## src/rtl/cpu_pkg.sv

```systemverilog
// Shared definitions for the pipelined ARM-subset CPU: instruction field
// constants, the memory/writeback stage state type and its latency limits.
package cpu_pkg;

  // Instruction class field inst[27:25] value for single data transfers.
  localparam logic [2:0] INST_CLASS_LDST = 3'b010;

  // Load/store select bit: 1 = load, 0 = store.
  localparam int L_BIT = 20;

  // Program counter register index; a writeback here redirects fetch.
  localparam logic [3:0] PC_REG = 4'd15;

  // Longest supported memory read latency and the counter width that holds it.
  localparam int LOAD_LATENCY_MAX = 4;
  localparam int LAT_CNT_W        = 3;

  // Memory/writeback stage control states.
  typedef enum logic {
    IDLE      = 1'b0,
    LOAD_WAIT = 1'b1
  } mem_wb_state_e;

  // True when the instruction word is a single data transfer (LDR/STR).
  function automatic logic is_ldst(input logic [31:0] inst);
    return inst[27:25] == INST_CLASS_LDST;
  endfunction

endpackage

```

## src/rtl/mem_wb_stage.sv

```systemverilog
// Memory-access and writeback stage. Executes word loads/stores against a
// synchronous data memory, drives the register-file write port, and raises
// a fetch redirect plus pipeline flush whenever R15 is written back.
module mem_wb_stage
  import cpu_pkg::*;
#(
  parameter int LOAD_LATENCY = 1
) (
  input  logic        clk_i,
  input  logic        reset_i,
  input  logic        valid_i,
  input  logic [31:0] inst_i,
  input  logic [31:0] alu_data_i,
  input  logic [31:0] store_data_i,
  input  logic [3:0]  rd_addr_i,
  input  logic        do_write_i,
  input  logic [31:0] mem_rdata_i,
  output logic        stall_o,
  output logic [31:0] mem_addr_o,
  output logic [31:0] mem_wdata_o,
  output logic        mem_r_not_w_o,
  output logic        wb_en_o,
  output logic [3:0]  wb_addr_o,
  output logic [31:0] wb_data_o,
  output logic        pc_wb_o,
  output logic        flush_o
);

  // Reject unsupported latencies at elaboration time.
  if (LOAD_LATENCY < 1 || LOAD_LATENCY > LOAD_LATENCY_MAX) begin : g_bad_latency
    $error("mem_wb_stage: LOAD_LATENCY out of range");
  end

  localparam logic [LAT_CNT_W-1:0] LAT_INIT = LAT_CNT_W'(LOAD_LATENCY);

  mem_wb_state_e          state_reg, state_next;
  logic [LAT_CNT_W-1:0]   cnt_reg, cnt_next;
  logic [3:0]             ld_rd_reg;

  logic accept;
  logic inst_ldst;
  logic inst_load;
  logic do_alu_wb;
  logic do_store;
  logic do_load;
  logic load_done;

  // Only the class and L fields of the instruction matter to this stage.
  logic unused_inst_bits;
  assign unused_inst_bits = ^{inst_i[31:28], inst_i[24:21], inst_i[19:0]};

  // Execute must hold while a load is outstanding.
  assign stall_o = (state_reg == LOAD_WAIT);

  // Decode the accepted instruction into the three side-effect kinds.
  always_comb begin
    accept    = valid_i & (state_reg == IDLE);
    inst_ldst = is_ldst(inst_i);
    inst_load = inst_i[L_BIT];
    do_alu_wb = accept & do_write_i & ~inst_ldst;
    do_store  = accept & do_write_i & inst_ldst & ~inst_load;
    do_load   = accept & do_write_i & inst_ldst & inst_load;
    load_done = (state_reg == LOAD_WAIT) && (cnt_reg == LAT_CNT_W'(1));
  end

  // State register and latency down-counter.
  always_ff @(posedge clk_i) begin
    if (reset_i) begin
      state_reg <= IDLE;
      cnt_reg   <= '0;
    end else begin
      state_reg <= state_next;
      cnt_reg   <= cnt_next;
    end
  end

  // Next-state logic: a load parks the stage until the counter reaches 1.
  always_comb begin
    state_next = state_reg;
    cnt_next   = cnt_reg;
    case (state_reg)
      IDLE: begin
        if (do_load) begin
          state_next = LOAD_WAIT;
          cnt_next   = LAT_INIT;
        end
      end
      LOAD_WAIT: begin
        if (cnt_reg == LAT_CNT_W'(1)) begin
          state_next = IDLE;
          cnt_next   = '0;
        end else begin
          cnt_next = cnt_reg - LAT_CNT_W'(1);
        end
      end
      default: begin
        state_next = IDLE;
        cnt_next   = '0;
      end
    endcase
  end

  // Registered memory and writeback outputs; strobes default low every cycle
  // so each event is a single-cycle pulse. The address register is only
  // reloaded on a new access, which keeps it stable across the load wait.
  always_ff @(posedge clk_i) begin
    if (reset_i) begin
      mem_addr_o    <= '0;
      mem_wdata_o   <= '0;
      mem_r_not_w_o <= 1'b1;
      wb_en_o       <= 1'b0;
      wb_addr_o     <= '0;
      wb_data_o     <= '0;
      pc_wb_o       <= 1'b0;
      flush_o       <= 1'b0;
      ld_rd_reg     <= '0;
    end else begin
      wb_en_o       <= 1'b0;
      pc_wb_o       <= 1'b0;
      flush_o       <= 1'b0;
      mem_r_not_w_o <= 1'b1;
      if (do_alu_wb) begin
        wb_en_o   <= 1'b1;
        wb_addr_o <= rd_addr_i;
        wb_data_o <= alu_data_i;
        pc_wb_o   <= (rd_addr_i == PC_REG);
        flush_o   <= (rd_addr_i == PC_REG);
      end
      if (do_store) begin
        mem_addr_o    <= alu_data_i;
        mem_wdata_o   <= store_data_i;
        mem_r_not_w_o <= 1'b0;
      end
      if (do_load) begin
        mem_addr_o <= alu_data_i;
        ld_rd_reg  <= rd_addr_i;
      end
      if (load_done) begin
        wb_en_o   <= 1'b1;
        wb_addr_o <= ld_rd_reg;
        wb_data_o <= mem_rdata_i;
        pc_wb_o   <= (ld_rd_reg == PC_REG);
        flush_o   <= (ld_rd_reg == PC_REG);
      end
    end
  end

endmodule

```

## config.mk

```make
export PLATFORM = sky130hd
export DESIGN_NAME = mem_wb_stage
export DESIGN_NICKNAME = d
export VERILOG_FILES = /design/src/rtl/cpu_pkg.sv /design/src/rtl/mem_wb_stage.sv
export SDC_FILE = /design/constraint.sdc
export NUM_CORES = 1
export LEC_CHECK = 0
export BUFFER_PORTS_ARGS = -buffer_cell sky130_fd_sc_hd__buf_2
export CELL_PAD_IN_SITES_DETAIL_PLACEMENT = 0
export CELL_PAD_IN_SITES_GLOBAL_PLACEMENT = 2
export CORE_UTILIZATION = 23
export DETAILED_ROUTE_END_ITERATION = 16
export PLACE_DENSITY_LB_ADDON = 0.2
export SYNTH_ARGS = -nofsm -noshare
export SYNTH_HDL_FRONTEND = slang
export SYNTH_SLANG_ARGS = --single-unit
```

## constraint.sdc

```tcl
create_clock -name clk_i -period 2.25 [get_ports clk_i]
set_input_delay 0.675 -clock clk_i [delete_from_list [all_inputs] [get_ports clk_i]]
set_output_delay 0.675 -clock clk_i [all_outputs]
set_load 0.05 [all_outputs]
```

==> results.sh <==
export IMPL_status="finished, final reports clean"
export IMPL_seq_area_frac_synth_pct=52.2
export IMPL_reg2reg_from="stall_o"
export IMPL_rrSetupSlack_ns=0.57
export IMPL_htree_num_levels=3
export IMPL_drive_gt1_share_pct=33.5
export IMPL_layout_common_cells="buf_2, nand2_1, dfxtp_1"
export IMPL_drv_slew=0
export IMPL_worstReg2RegEnd="wb_data_o[9]"
export IMPL_rsz0062_at_grt="false"
export IMPL_start_kind="flip-flop"
export IMPL_rr_worst_depth=5
export IMPL_boundaryPins=241
export IMPL_endpoint_kind="output pin"
export IMPL_drt_iter0_markers=145
export IMPL_synth_seq_cells=111
export IMPL_dieArea_um2=19100
export IMPL_period_share_pct=83.4
export IMPL_crit_slowest_cell="dfxtp_1"
export IMPL_place_gp_congestion=0.717
export IMPL_place_hpwl_um=9830
export IMPL_coreArea_um2=18000
export IMPL_worstPathRequired_ns=1.57
export IMPL_synthCells=533
export IMPL_reg_largest_list="mem_addr_o (32), mem_wdata_o (32), wb_data_o (32)"
export IMPL_layout_commonest_cell="buf_2"
export IMPL_fmax_mhz=533
export IMPL_clk_path_buf_depth=2
export IMPL_postLayoutCellArea_um2=5940
export IMPL_placed_area_um2=5630
export IMPL_crit_chain="buf_2"
export IMPL_path_delay_family="flip-flops"
export IMPL_nets=867
export IMPL_tritoncts="yes"
export IMPL_synth_area_top_cells="dfxtp_1, nand2_1, a21oi_1"
export IMPL_fp_dieW_um=138
export IMPL_ir_drop_v=0.000323
export IMPL_hp_class="flip-flop to flip-flop"
export IMPL_criticalPathCategory="flip-flop to output pin"
export IMPL_synth_top_cell_by_area="dfxtp_1"
export IMPL_slowest_delay_ns=0.51
export IMPL_wire_per_inst_um=15.0
export IMPL_grt_pass1_vias=4151
export IMPL_postCtsSetupRepairBufs=0
export IMPL_grt_usage_pct=15.2
export IMPL_worstHoldStart="mem_addr_o[2]"
export IMPL_grt_overflow=0
export IMPL_fin_skew_ns=0.00836
export IMPL_max_cap_viol_count=0
export IMPL_leakage_nw=2.61
export IMPL_die_y_um=138
export IMPL_crit_buf_inv=1
export IMPL_worst_slew_pin_slew_ns=0.472
export IMPL_path_clk_slew_ns=0.07
export IMPL_start_util_pct=23.6
export IMPL_rows=49
export IMPL_ant_nets=0
export IMPL_synth_cell_area_um2=4260
export IMPL_drc_errors=0
export IMPL_hold_ws_ns=0.452
export IMPL_cp_arrival_ns=1.20
export IMPL_port_buffers=212
export IMPL_wl_um=14400
export IMPL_regArea_um2=2220
export IMPL_multi_input_area_um2=1820
export IMPL_syn2layout_area_growth_pct=39.5
export IMPL_grt_pass1_wl_um=22900
export IMPL_power_density_nw_per_um2=716
export IMPL_num_antenna_cells=0
export IMPL_yosysTopAreaCellShare_pct=52.2
export IMPL_yosys_warnings=0
export IMPL_avgViaCountPerCell=4.46
export IMPL_antenna_found_initial=0
export IMPL_setup_tns_ns=0
export IMPL_grt_max_degree=60
export IMPL_syn_num_nets=671
export IMPL_hold_depth=2
export IMPL_hold_viol_final=0
export IMPL_cts_resized=0
export IMPL_drt_pass1_iter_count=4
export IMPL_numClockSinks=111
export IMPL_holdBufCountCts=0
export IMPL_setup_violations_final=0
export IMPL_holdPathEnd="mem_addr_o[2]"
export IMPL_finalCriticalPeriod_ns=1.88
export IMPL_cts_root_buf="clkbuf_16"
export IMPL_yosysUniqueCellTypes=29
export IMPL_synth_avg_cell_area_um2=7.99
export IMPL_vias=4288
export IMPL_power_w=0.00425
export IMPL_relSlewSlack_pct=68.5
export IMPL_insertion_delay_ns=0.35
export IMPL_cp_max_fo=12
export IMPL_fill_cells=2002
export IMPL_cts_buffers=9
-- Yosys cell counts, drive strengths merged --
cell / number
a21oi: 70
a22oi: 1
a311oi: 35
a31oi: 2
and3b: 2
buf: 23
clkbuf: 18
dfxtp: 111
ha: 2
inv: 4
mux2: 1
mux2i: 4
nand2: 200
nand2b: 2
nand3: 3
nand3b: 4
nand4: 1
nor2: 44
nor3: 1
nor3b: 1
nor4b: 1
o21ai: 1
or3: 1
or3b: 1
-- logic make-up after synthesis --
kind of cell / share of synthesized area (%)
mux: 1.20
simple gates: 24.6
fa+ha+maj: 0.588
compound gates: 16.0
flops: 52.2
buf+inv: 5.44
-- how the worst max path moves through the flow --
| stage | start | end | slack (ns) | cells past startpoint |
|---|---|---|---|---|
| after global routing | stall_o | stall_o | 0.28 | 1 |
| final | stall_o | stall_o | 0.37 | 1 |
| after floorplan | inst_i[25] | mem_wdata_o[0] | 0.31 | 6 |
| after CTS | stall_o | stall_o | 0.35 | 1 |
| after global placement | inst_i[25] | mem_wdata_o[9] | 0.16 | 6 |
| after detailed placement | inst_i[25] | mem_wdata_o[12] | 0.14 | 6 |
-- final cells by class --
| type | count | area share, % |
|---|---|---|
| clock buffer | 11 | 4.09 |
| sequential | 111 | 37.4 |
| multi-input combinational | 377 | 30.7 |
| clock inverter | 3 | 1.16 |
| timing repair buffer | 226 | 21.6 |
| inverter | 4 | 0.253 |
| tap | 229 | 4.82 |
-- stage by stage --
step	worst slack (ns)	utilization, %	std cells
floorplan	0.307	-	533
detailed placement	0.137	31.2	947
global placement	0.165	31.2	947
CTS	0.347	33.0	961
finish	0.372	33.0	961
global route	0.275	33.0	961
-- layer usage --
| metal | GRT usage (%) | vias to the layer above | part of all wire [%] |
|---|---|---|---|
| met5 | 0 | - | 0 |
| met4 | 5.55 | 0 | 1.3 |
| met3 | 4.95 | 10 | 8.9 |
| met2 | 23.1 | 173 | 43 |
| met1 | 19.9 | 1944 | 47 |
| li1 | - | 2161 | - |
-- tightest hold or removal path, stage by stage, from the launching register on --
cell and delay [ns]:
dfxtp_1 0.31, nand2_1 0.05, a21oi_1 0.05
-- report_power, final --
group	leakage, nW	internal (W)	switching (W)	total [W]
clock	0.152	0.000999	0.000736	0.00173
combinational	1.56	0.000161	0.000324	0.000486
sequential	0.899	0.00201	0.0000211	0.00203
total	2.61	0.00317	0.00108	0.00425
(Power assumes the default switching activity.)
